## config.mk

```make
export PLATFORM = sky130hd
export DESIGN_NAME = hazard_unit_param
export DESIGN_NICKNAME = d
export VERILOG_FILES = /design/src/rtl/hazard_unit_param_pkg.sv /design/src/rtl/hazard_unit_param_src_decode.sv /design/src/rtl/hazard_unit_param.sv
export SDC_FILE = /design/constraint.sdc
export NUM_CORES = 1
export LEC_CHECK = 0
export ABC_AREA = 1
export BUFFER_PORTS_ARGS = -buffer_cell sky130_fd_sc_hd__buf_2
export CAP_MARGIN = 20
export CORE_MARGIN = 2
export CORE_UTILIZATION = 48
export CTS_CLUSTER_SIZE = 20
export DETAILED_ROUTE_END_ITERATION = 10
export PLACE_DENSITY_LB_ADDON = 0.05
export SLEW_MARGIN = 20
export SYNTH_ARGS = -nofsm -noshare
export SYNTH_HDL_FRONTEND = slang
export SYNTH_SLANG_ARGS = --single-unit
```

## constraint.sdc

```tcl
create_clock -name clk -period 2.5 [get_ports clk]
set_clock_uncertainty 0.1 [all_clocks]
set_input_delay 0.25 -clock clk [delete_from_list [all_inputs] [get_ports clk]]
set_output_delay 0.25 -clock clk [all_outputs]
set_load 0.03 [all_outputs]
```

## src/rtl/hazard_unit_param_pkg.sv

```systemverilog
// rtl/hazard_unit_param_pkg.sv - opcodes, FSM state encoding and instruction field helpers for the hazard unit
package hazard_unit_param_pkg;

    typedef enum logic [1:0] {
        ST_IDLE       = 2'd0,
        ST_LOAD_STALL = 2'd1,
        ST_HALT_DRAIN = 2'd2,
        ST_HALTED     = 2'd3
    } hz_state_e;

    localparam logic [3:0] OPC_LW  = 4'b1000;
    localparam logic [3:0] OPC_SW  = 4'b1001;
    localparam logic [3:0] OPC_LHB = 4'b1010;
    localparam logic [3:0] OPC_LLB = 4'b1011;
    localparam logic [3:0] OPC_B   = 4'b1100;
    localparam logic [3:0] OPC_JAL = 4'b1101;
    localparam logic [3:0] OPC_JR  = 4'b1110;
    localparam logic [3:0] OPC_HLT = 4'b1111;

    // Instructions are zero-extended to 64 bits so one helper serves every INSTR_W.
    function automatic logic [63:0] field_bits(input logic [63:0] instr, input int lsb, input int width);
        logic [63:0] mask;
        mask = (64'd1 << width) - 64'd1;
        return (instr >> lsb) & mask;
    endfunction

    function automatic logic [63:0] opc_field(input logic [63:0] instr, input int instr_w, input int opc_w);
        return field_bits(instr, instr_w - opc_w, opc_w);
    endfunction

    function automatic logic [63:0] fld_a(input logic [63:0] instr, input int instr_w, input int opc_w,
                                          input int reg_w);
        return field_bits(instr, instr_w - opc_w - reg_w, reg_w);
    endfunction

    function automatic logic [63:0] fld_b(input logic [63:0] instr, input int instr_w, input int opc_w,
                                          input int reg_w);
        return field_bits(instr, instr_w - opc_w - 2 * reg_w, reg_w);
    endfunction

    function automatic logic [63:0] fld_c(input logic [63:0] instr, input int instr_w, input int opc_w,
                                          input int reg_w);
        return field_bits(instr, instr_w - opc_w - 3 * reg_w, reg_w);
    endfunction

endpackage

```

## src/rtl/hazard_unit_param_src_decode.sv

```systemverilog
// rtl/hazard_unit_param_src_decode.sv - source register selection and per-source valid decode
module hazard_src_decode
    import hazard_unit_param_pkg::*;
#(
    parameter int INSTR_W = 16,
    parameter int OPC_W   = 4,
    parameter int REG_W   = 4
) (
    input  logic [INSTR_W-1:0] instr_i,
    input  logic               valid_i,
    output logic [REG_W-1:0]   src1_o,
    output logic [REG_W-1:0]   src2_o,
    output logic               src1_valid_o,
    output logic               src2_valid_o
);

    logic [63:0]      instr_ext;
    logic [OPC_W-1:0] opc;
    logic [REG_W-1:0] f_a;
    logic [REG_W-1:0] f_b;
    logic [REG_W-1:0] f_c;
    logic             is_lw;
    logic             is_sw;
    logic             is_lhb_llb;
    logic             no_src1;

    assign instr_ext = 64'(instr_i);
    assign opc       = OPC_W'(opc_field(instr_ext, INSTR_W, OPC_W));
    assign f_a       = REG_W'(fld_a(instr_ext, INSTR_W, OPC_W, REG_W));
    assign f_b       = REG_W'(fld_b(instr_ext, INSTR_W, OPC_W, REG_W));
    assign f_c       = REG_W'(fld_c(instr_ext, INSTR_W, OPC_W, REG_W));

    assign is_lw      = (opc == OPC_W'(OPC_LW));
    assign is_sw      = (opc == OPC_W'(OPC_SW));
    assign is_lhb_llb = (opc == OPC_W'(OPC_LHB)) || (opc == OPC_W'(OPC_LLB));
    assign no_src1    = (opc == OPC_W'(OPC_B)) || (opc == OPC_W'(OPC_JAL)) || (opc == OPC_W'(OPC_HLT));

    // SW and LHB/LLB read their field A as a source (store data / half being kept).
    assign src1_o       = (is_sw || is_lhb_llb) ? f_a : f_b;
    assign src2_o       = (is_sw || is_lw) ? f_b : f_c;
    assign src1_valid_o = valid_i && !no_src1;
    assign src2_valid_o = valid_i && (!opc[OPC_W-1] || is_sw);

endmodule

```

## src/rtl/hazard_unit_param.sv

```systemverilog
// rtl/hazard_unit_param.sv - load-use stall and halt drain/latch control between IF/ID and ID/EX
module hazard_unit_param
    import hazard_unit_param_pkg::*;
#(
    parameter int INSTR_W       = 16,
    parameter int OPC_W         = 4,
    parameter int REG_W         = 4,
    parameter int LOAD_LAT      = 1,
    parameter int HLT_DRAIN     = 3,
    parameter int ZERO_REG_EXCL = 1
) (
    input  logic               clk,
    input  logic               rst,
    input  logic               flush,
    input  logic [INSTR_W-1:0] if_id_instr,
    input  logic               if_id_valid,
    input  logic [INSTR_W-1:0] id_ex_instr,
    input  logic               id_ex_valid,
    input  logic               id_ex_mem_to_reg,
    output logic               stall,
    output logic               bubble,
    output logic               hlt_out,
    output logic [1:0]         state_dbg
);

    localparam int CNT_MAX = (LOAD_LAT > HLT_DRAIN) ? LOAD_LAT : HLT_DRAIN;
    localparam int CNT_W   = $clog2(CNT_MAX + 1);
    localparam logic [CNT_W-1:0] CNT_ONE = CNT_W'(1);

    logic [REG_W-1:0] src1;
    logic [REG_W-1:0] src2;
    logic             src1_valid;
    logic             src2_valid;
    logic [REG_W-1:0] ex_dst;
    logic [OPC_W-1:0] id_opc;
    logic             match1;
    logic             match2;
    logic             load_use;
    logic             hlt_in_id;

    hz_state_e        state_q, state_d;
    logic [CNT_W-1:0] cnt_q, cnt_d;
    logic             ready_q;

    hazard_src_decode #(
        .INSTR_W (INSTR_W),
        .OPC_W   (OPC_W),
        .REG_W   (REG_W)
    ) u_src_decode (
        .instr_i      (if_id_instr),
        .valid_i      (if_id_valid),
        .src1_o       (src1),
        .src2_o       (src2),
        .src1_valid_o (src1_valid),
        .src2_valid_o (src2_valid)
    );

    assign ex_dst    = REG_W'(fld_a(64'(id_ex_instr), INSTR_W, OPC_W, REG_W));
    assign id_opc    = OPC_W'(opc_field(64'(if_id_instr), INSTR_W, OPC_W));
    assign hlt_in_id = if_id_valid && (id_opc == OPC_W'(OPC_HLT));

    assign match1   = src1_valid && (src1 == ex_dst) && ((ZERO_REG_EXCL == 0) || (src1 != '0));
    assign match2   = src2_valid && (src2 == ex_dst) && ((ZERO_REG_EXCL == 0) || (src2 != '0));
    assign load_use = id_ex_valid && id_ex_mem_to_reg && (match1 || match2);

    // ready_q keeps the unit quiet for the first cycle after reset release.
    always_ff @(posedge clk or negedge rst) begin
        if (!rst) begin
            state_q <= ST_IDLE;
            cnt_q   <= '0;
            ready_q <= 1'b0;
        end else begin
            state_q <= state_d;
            cnt_q   <= cnt_d;
            ready_q <= 1'b1;
        end
    end

    always_comb begin
        state_d = state_q;
        cnt_d   = cnt_q;
        stall   = 1'b0;
        bubble  = 1'b0;
        case (state_q)
            ST_IDLE: begin
                if (ready_q && !flush) begin
                    if (load_use) begin
                        stall  = 1'b1;
                        bubble = 1'b1;
                        if (LOAD_LAT > 1) begin
                            state_d = ST_LOAD_STALL;
                            cnt_d   = CNT_W'(LOAD_LAT - 1);
                        end
                    end else if (hlt_in_id) begin
                        state_d = ST_HALT_DRAIN;
                        cnt_d   = CNT_W'(HLT_DRAIN);
                    end
                end
            end
            ST_LOAD_STALL: begin
                if (flush) begin
                    state_d = ST_IDLE;
                    cnt_d   = '0;
                end else begin
                    stall  = 1'b1;
                    bubble = 1'b1;
                    cnt_d  = cnt_q - CNT_ONE;
                    if (cnt_q == CNT_ONE) state_d = ST_IDLE;
                end
            end
            ST_HALT_DRAIN: begin
                if (flush) begin
                    state_d = ST_IDLE;
                    cnt_d   = '0;
                end else begin
                    cnt_d = cnt_q - CNT_ONE;
                    if (cnt_q == CNT_ONE) state_d = ST_HALTED;
                end
            end
            ST_HALTED: begin
                stall = 1'b1;
            end
            default: begin
                state_d = ST_IDLE;
                cnt_d   = '0;
            end
        endcase
    end

    assign hlt_out   = (state_q == ST_HALTED);
    assign state_dbg = state_q;

endmodule

```

## Yosys cells after proc, flatten, opt, wreduce, memory -nomap -nowiden

Cells that the tools add are included.
Widths: inputs -> output; s select.

- Equality and inequality tests: 18
- Muxes and demuxes: 20
- Add/sub/neg operators: 1
- Reductions and logical operators: 28

Operators with widths:

| cell | count |
|---|---|
| $eq 4x4->1 const B | 7 |
| $mux 2 | 11 |
| $logic_and 1x1->1 | 10 |
| $eq 4x4->1 | 2 |
| $mux 4 | 2 |
| $reduce_bool 4->1 | 2 |
| $logic_or 1x1->1 | 7 |
| $ne 2x2->1 const B | 3 |
| $ne 3x3->1 const B | 2 |
| $pmux 2 s3 | 1 |
| $reduce_and 6->1 | 1 |
| $eq 2x1->1 const B | 2 |
| $eq 2x2->1 const B | 2 |
| $pmux 2 s2 | 1 |
| $reduce_and 4->1 | 1 |
| $logic_not 1->1 | 3 |
| $mux 1 | 3 |
| $pmux 1 s3 | 1 |
| $reduce_bool 3->1 | 1 |
| $logic_not 2->1 | 1 |
| $pmux 1 s2 | 1 |
| $reduce_bool 2->1 | 1 |
| $reduce_or 2->1 | 1 |
| $sub 2x1->2 const B | 1 |

- Bits of input ports: 38
- Word-level logic and storage cells: 70
- Register bits: 5

## Logic depth before layout (Yosys ltp)

- Word-level depth: 12
- Depth in mapped cells: 13

## Modules after synthesis

Synthesis repeated with hierarchy kept, for this count alone.

- Cells, all modules: 148
- Area total of the unflattened synthesis: 788.3 um2

Modules (own cells, without submodules):

| module | area each (um2) | instances | seq. area each (um2) | cells an instance |
|---|---|---|---|---|
| hazard_unit_param | 599.3 | 1 | 125.1 | 106 |
| hazard_src_decode | 188.9 | 1 | 0.0 | 42 |

## Worst setup path after synthesis

No wires, ideal clock.

- Kind: register to output
- Start: reg state_q[0] (netlist: state_dbg[0])
- End: out stall
- Slack: 0.743 ns
- Cell stages (with the launch flop): 4
- Arrival: 1.407 ns
- Required time: 2.150 ns
- Path through: dfrtp_1 ha_1 a21oi_1 a21oi_2

- Cells in the longest elaborated chain, start to end: 2
- Elaborated cells between the ends (all ways): 4
- Those cells by class: eq/ne: 2; mux: 1; reduce/logical: 1

Ends and longest elaborated chain:

| item | line | RTL |
|---|---|---|
| start, declared | hazard_unit_param.sv:41 | `hz_state_e state_q, state_d;` |
| start signal, assigned | hazard_unit_param.sv:73 | `state_q <= state_d;` |
| $eq 2x2->1 | -- |  |
| via hlt_out | hazard_unit_param.sv:22 | `output logic hlt_out,` |
| $pmux 1 s3 | hazard_unit_param.sv:84 | `case (state_q)` |
| end, declared | hazard_unit_param.sv:20 | `output logic stall,` |

The timed path passes the listed nets, and every way through them passes these cells.

## Worst setup path in the final report

- Start: in if_id_instr[14]
- End: out stall

- Cells in the longest elaborated chain, start to end: 12
- Elaborated cells between the ends (all ways): 31
- Those cells by class: eq/ne: 9; mux: 5; reduce/logical: 17

Ends and longest elaborated chain:

| item | line | RTL |
|---|---|---|
| start, declared | hazard_unit_param.sv:15 | `input logic [INSTR_W-1:0] if_id_instr,` |
| $eq 4x4->1 (on tied branches) | hazard_unit_param_src_decode.sv:35, hazard_unit_param_src_decode.sv:36 |  |
| $logic_or 1x1->1 (on tied branches) | hazard_unit_param_src_decode.sv:35, hazard_unit_param_src_decode.sv:36 |  |
| $logic_or 1x1->1 (on tied branches) | hazard_unit_param_src_decode.sv:39, hazard_unit_param_src_decode.sv:36 |  |
| $mux 4 or $logic_not 1->1 (tied branches) | hazard_unit_param_src_decode.sv:39, hazard_unit_param_src_decode.sv:41 |  |
| $eq 4x4->1 or $logic_and 1x1->1 (tied branches) | hazard_unit_param.sv:62, hazard_unit_param_src_decode.sv:41 |  |
| $logic_and 1x1->1 (2 in series) | hazard_unit_param.sv:62 | `assign match1 = src1_valid && (src1 == ex_dst) && ((ZERO_REG_EXCL == 0) \|\| (src1 != '0));` |
| $logic_or 1x1->1 (*) | hazard_unit_param.sv:64 | `assign load_use = id_ex_valid && id_ex_mem_to_reg && (match1 \|\| match2);` |
| $logic_and 1x1->1 (*) | hazard_unit_param.sv:64 |  |
| $mux 1 (*) | hazard_unit_param.sv:87 | `if (load_use) begin` |
| $mux 1 (*) | hazard_unit_param.sv:86 | `if (ready_q && !flush) begin` |
| $pmux 1 s3 (*) | hazard_unit_param.sv:84 |  |

Every way passes the cells marked *; elsewhere a longest branch is shown, timed or not.

==> summary.txt <==
Pwr
  – Pwr dens: 659 mW/mm^2
  – Internal: 331 uW
  – Sequential power share: 0.225
  – Net Sw Frac: 0.503
  – Psw: 336 uW
  – P_leak: 0.000656 uW
  – Clock share of power: 0.143
  – Max IR drop VDD: 657 uV
  – Comb pwr share: 0.631

Setup path
  – CP Class: in -> out
  – Setup crit end kind: output pin
  – Reg2Reg Depth: 7
  – Crit-path cells: buf_2 -> inv_1 -> nand2_1 -> nor2_2 -> nand2_1 -> nand2_1 -> nand2_1 -> nand2_1 -> nand2_1 -> nor2_1 -> nand2_1 -> nand2_1 -> nand4_2 -> a21oi_2 -> buf_2
  – Critical path arrival: 1.62 ns
  – CP startpoint kind: input pin
  – Register-to-register setup slack: 0.89 ns
  – Crit-path slowest cell: buf_2
  – Largest fanout on the critical path: 4
  – Reg2reg end: state_dbg[0]
  – Largest stage delay on the critical path: 0.20 ns
  – Worst r2r src: state_dbg[1]
  – Critical path's most frequent cell: nand2_1
  – Worst EP required: 2.15 ns

Min path
  – Min-Delay Path Depth: 4
  – Worst Hold Launch: flush
  – Hold crit path type: in -> reg
  – WHS Endpoint: cnt_q[0]

Clock network
  – CTS Root Cell: clkbuf_4
  – Htree depth: 1
  – CTS sink count: 5
  – Clock Latency Late Sink: 0.24 ns
  – TritonCTS clock tree: built
  – Postcts setup bufs: 0
  – CTS buffer count: 3
  – Longest Clk Path Bufs: 2
  – Worst-path clk slew: 0.04 ns

Synthesis
  – Syn Std Cell Area: 806 sq um
  – Warnings, synthesis: 0
  – Post-Syn Instances: 141
  – Synthesized area per cell: 5.71 sq um
  – Synth top area share: 0.247
  – Synth unique cells: 19
  – Most area-hungry cell type in the Yosys netlist: nand2_1
  – Area contributors post-synth: nand2_1 (25%), dfrtp_1 (16%), inv_1 (11%), ha_1 (9.3%), nor2_1 (7.0%)
  – Sequential share of the synthesized area: 0.155
  – Post-Syn Nets: 185
  – Synth Register Bits: 5

Route
  – Vias per cell: 4.91
  – Met3 routed WL: 121 microns
  – DRT Pass-1 Iters: 4
  – Wire length on met2: 829 microns
  – Max layer used: met3
  – Vias: 942
  – Post-Route WL: 1860 microns
  – Metal-1 WL: 908 microns
  – Post-DR wirelength/cell: 9.68 microns
  – # DRC: 0
  – Routed Antenna Nets: 0
  – DR iter-0 viols: 24

GRT
  – All-Layer GR Usage: 0.203
  – First-pass GRT wire length: 3110 microns
  – Number of global-route vias before repair: 804
  – Largest net degree at the start of global routing: 9
  – Initial antenna violation count: 0
  – Gr ovfl total: 0

Floorplan
  – Io pins: 43
  – Die area: 0.00202 sq mm
  – Die W: 45.0 microns
  – Core ar.: 0.00154 sq mm
  – Starting Density: 0.523
  – Rows: 14
  – Die height: 45.0 microns

Timing
  – RSZ-0062 raised after global routing: false
  – Crit path time final: 1.97 ns
  – Fmax: 0.508 GHz
  – Setup WS post-layout: 0.531 ns
  – Tcrit/Tclk final: 0.788
  – Hold Violations, Final: 0
  – Final slew viol count: 0
  – Setup_tns: 0 ns
  – Final setup violating endpoints: 0

Outcome
  – Outcome: complete, no violations

Cells and area
  – Final #Nets: 221
  – Commonest non-fill, non-tap cells in the layout: nand2_1 (53), buf_2 (30), inv_1 (23), nor2_1 (15), nand3_1 (11)
  – Share of cells above drive strength 1: 0.256
  – Commonest non-fill, non-tap cell in the layout: nand2_1
  – Fill cells: 164
  – Area delta synth->final: 25.6%
  – Inserted Diodes: 0

Placement
  – Dpl hpwl: 1580 microns
  – Placer Congestion: 0.850
  – Placement Setup Slack: 0.507 ns
  – Port Buffers: 30

Job
  – Max-Cap Viols: 0
registers in the layout, indices dropped and copies added (netlist names):
register   flops
ready_q        1
state_dbg      2
cnt_q          2
worst max-delay path by stage:
stage / endpoint / from / slack (ns) / cells after the start
6_report: stall / if_id_instr[14] / 0.53 / 15
5_1_grt: stall / if_id_instr[14] / 0.37 / 15
4_1_cts: stall / if_id_instr[15] / 0.50 / 14
3_5_place_dp: stall / if_id_instr[15] / 0.51 / 14
3_3_place_gp: stall / if_id_instr[14] / 0.54 / 15
2_1_floorplan: stall / state_dbg[0] / 0.74 / 3
cell usage after synthesis:
| library cell | n |
|---|---|
| a21oi_1 | 6 |
| a21oi_2 | 1 |
| conb_1 | 1 |
| dfrtp_1 | 5 |
| ha_1 | 6 |
| inv_1 | 23 |
| inv_2 | 2 |
| nand2_1 | 53 |
| nand2_2 | 2 |
| nand2_4 | 3 |
| nand3_1 | 11 |
| nand3b_1 | 4 |
| nand4_2 | 1 |
| nor2_1 | 15 |
| nor2_2 | 1 |
| nor2_8 | 1 |
| o211ai_1 | 1 |
| o21ai_0 | 4 |
| o41ai_2 | 1 |
critical path: cells and delay by family:
family / cells / cell delay [ns]
AND/OR/NAND/NOR: 11 / 0.84
AO/OA/AOI/OAI: 1 / 0.12
buffers and inverters: 3 / 0.40
cell families after synthesis:
| group | count (synthesis) | synth area share |
|---|---|---|
| buf+inv | 25 | 0.116 |
| simple gates | 91 | 0.528 |
| other cells | 1 | 0.00465 |
| flops | 5 | 0.155 |
| fa+ha+maj | 6 | 0.0932 |
| compound gates | 13 | 0.102 |
per-stage QoR:
stage               cells  hold WS (ns)  power [uW]  utilization  area (sq um)
finish                192         0.245         667        0.657          1010
global route          192         0.273         734        0.657          1010
CTS                   192         0.235         665        0.657          1010
detailed placement    187       -0.0242         568        0.633           976
global placement      187       -0.0351         554        0.633           976
floorplan             141        -0.146         458            -           806
layer usage:
metal / GRT usage / vias up
li1: - / 502
met1: 0.293 / 405
met2: 0.329 / 35
met3: 0.0240 / 0
met4: 0.0353 / 0
met5: 0 / -
layout make-up:
type                       count  area (sq um)  share of cell area
clock buffer                   4          26.3              0.0260
sequential                     5           125               0.124
tap                           16          20.0              0.0198
timing repair buffer          31           160               0.158
multi-input combinational    111           587               0.580
inverter                      25          93.8              0.0927
timing repair:
item	CTS	global route
endpoints found under the hold margin	5	0
gates resized for setup	0	0
hold buffers	1	0
power groups by stage:
stage | clock network (uW) | logic, uW | registers (uW)
2_1_floorplan | 0 | 289 | 169
3_3_place_gp | 0 | 406 | 148
3_5_place_dp | 0 | 419 | 149
4_1_cts | 96.2 | 420 | 149
5_1_grt | 101 | 477 | 156
6_report | 95.4 | 421 | 150
No activity file was read; power rests on OpenSTA's default activity.
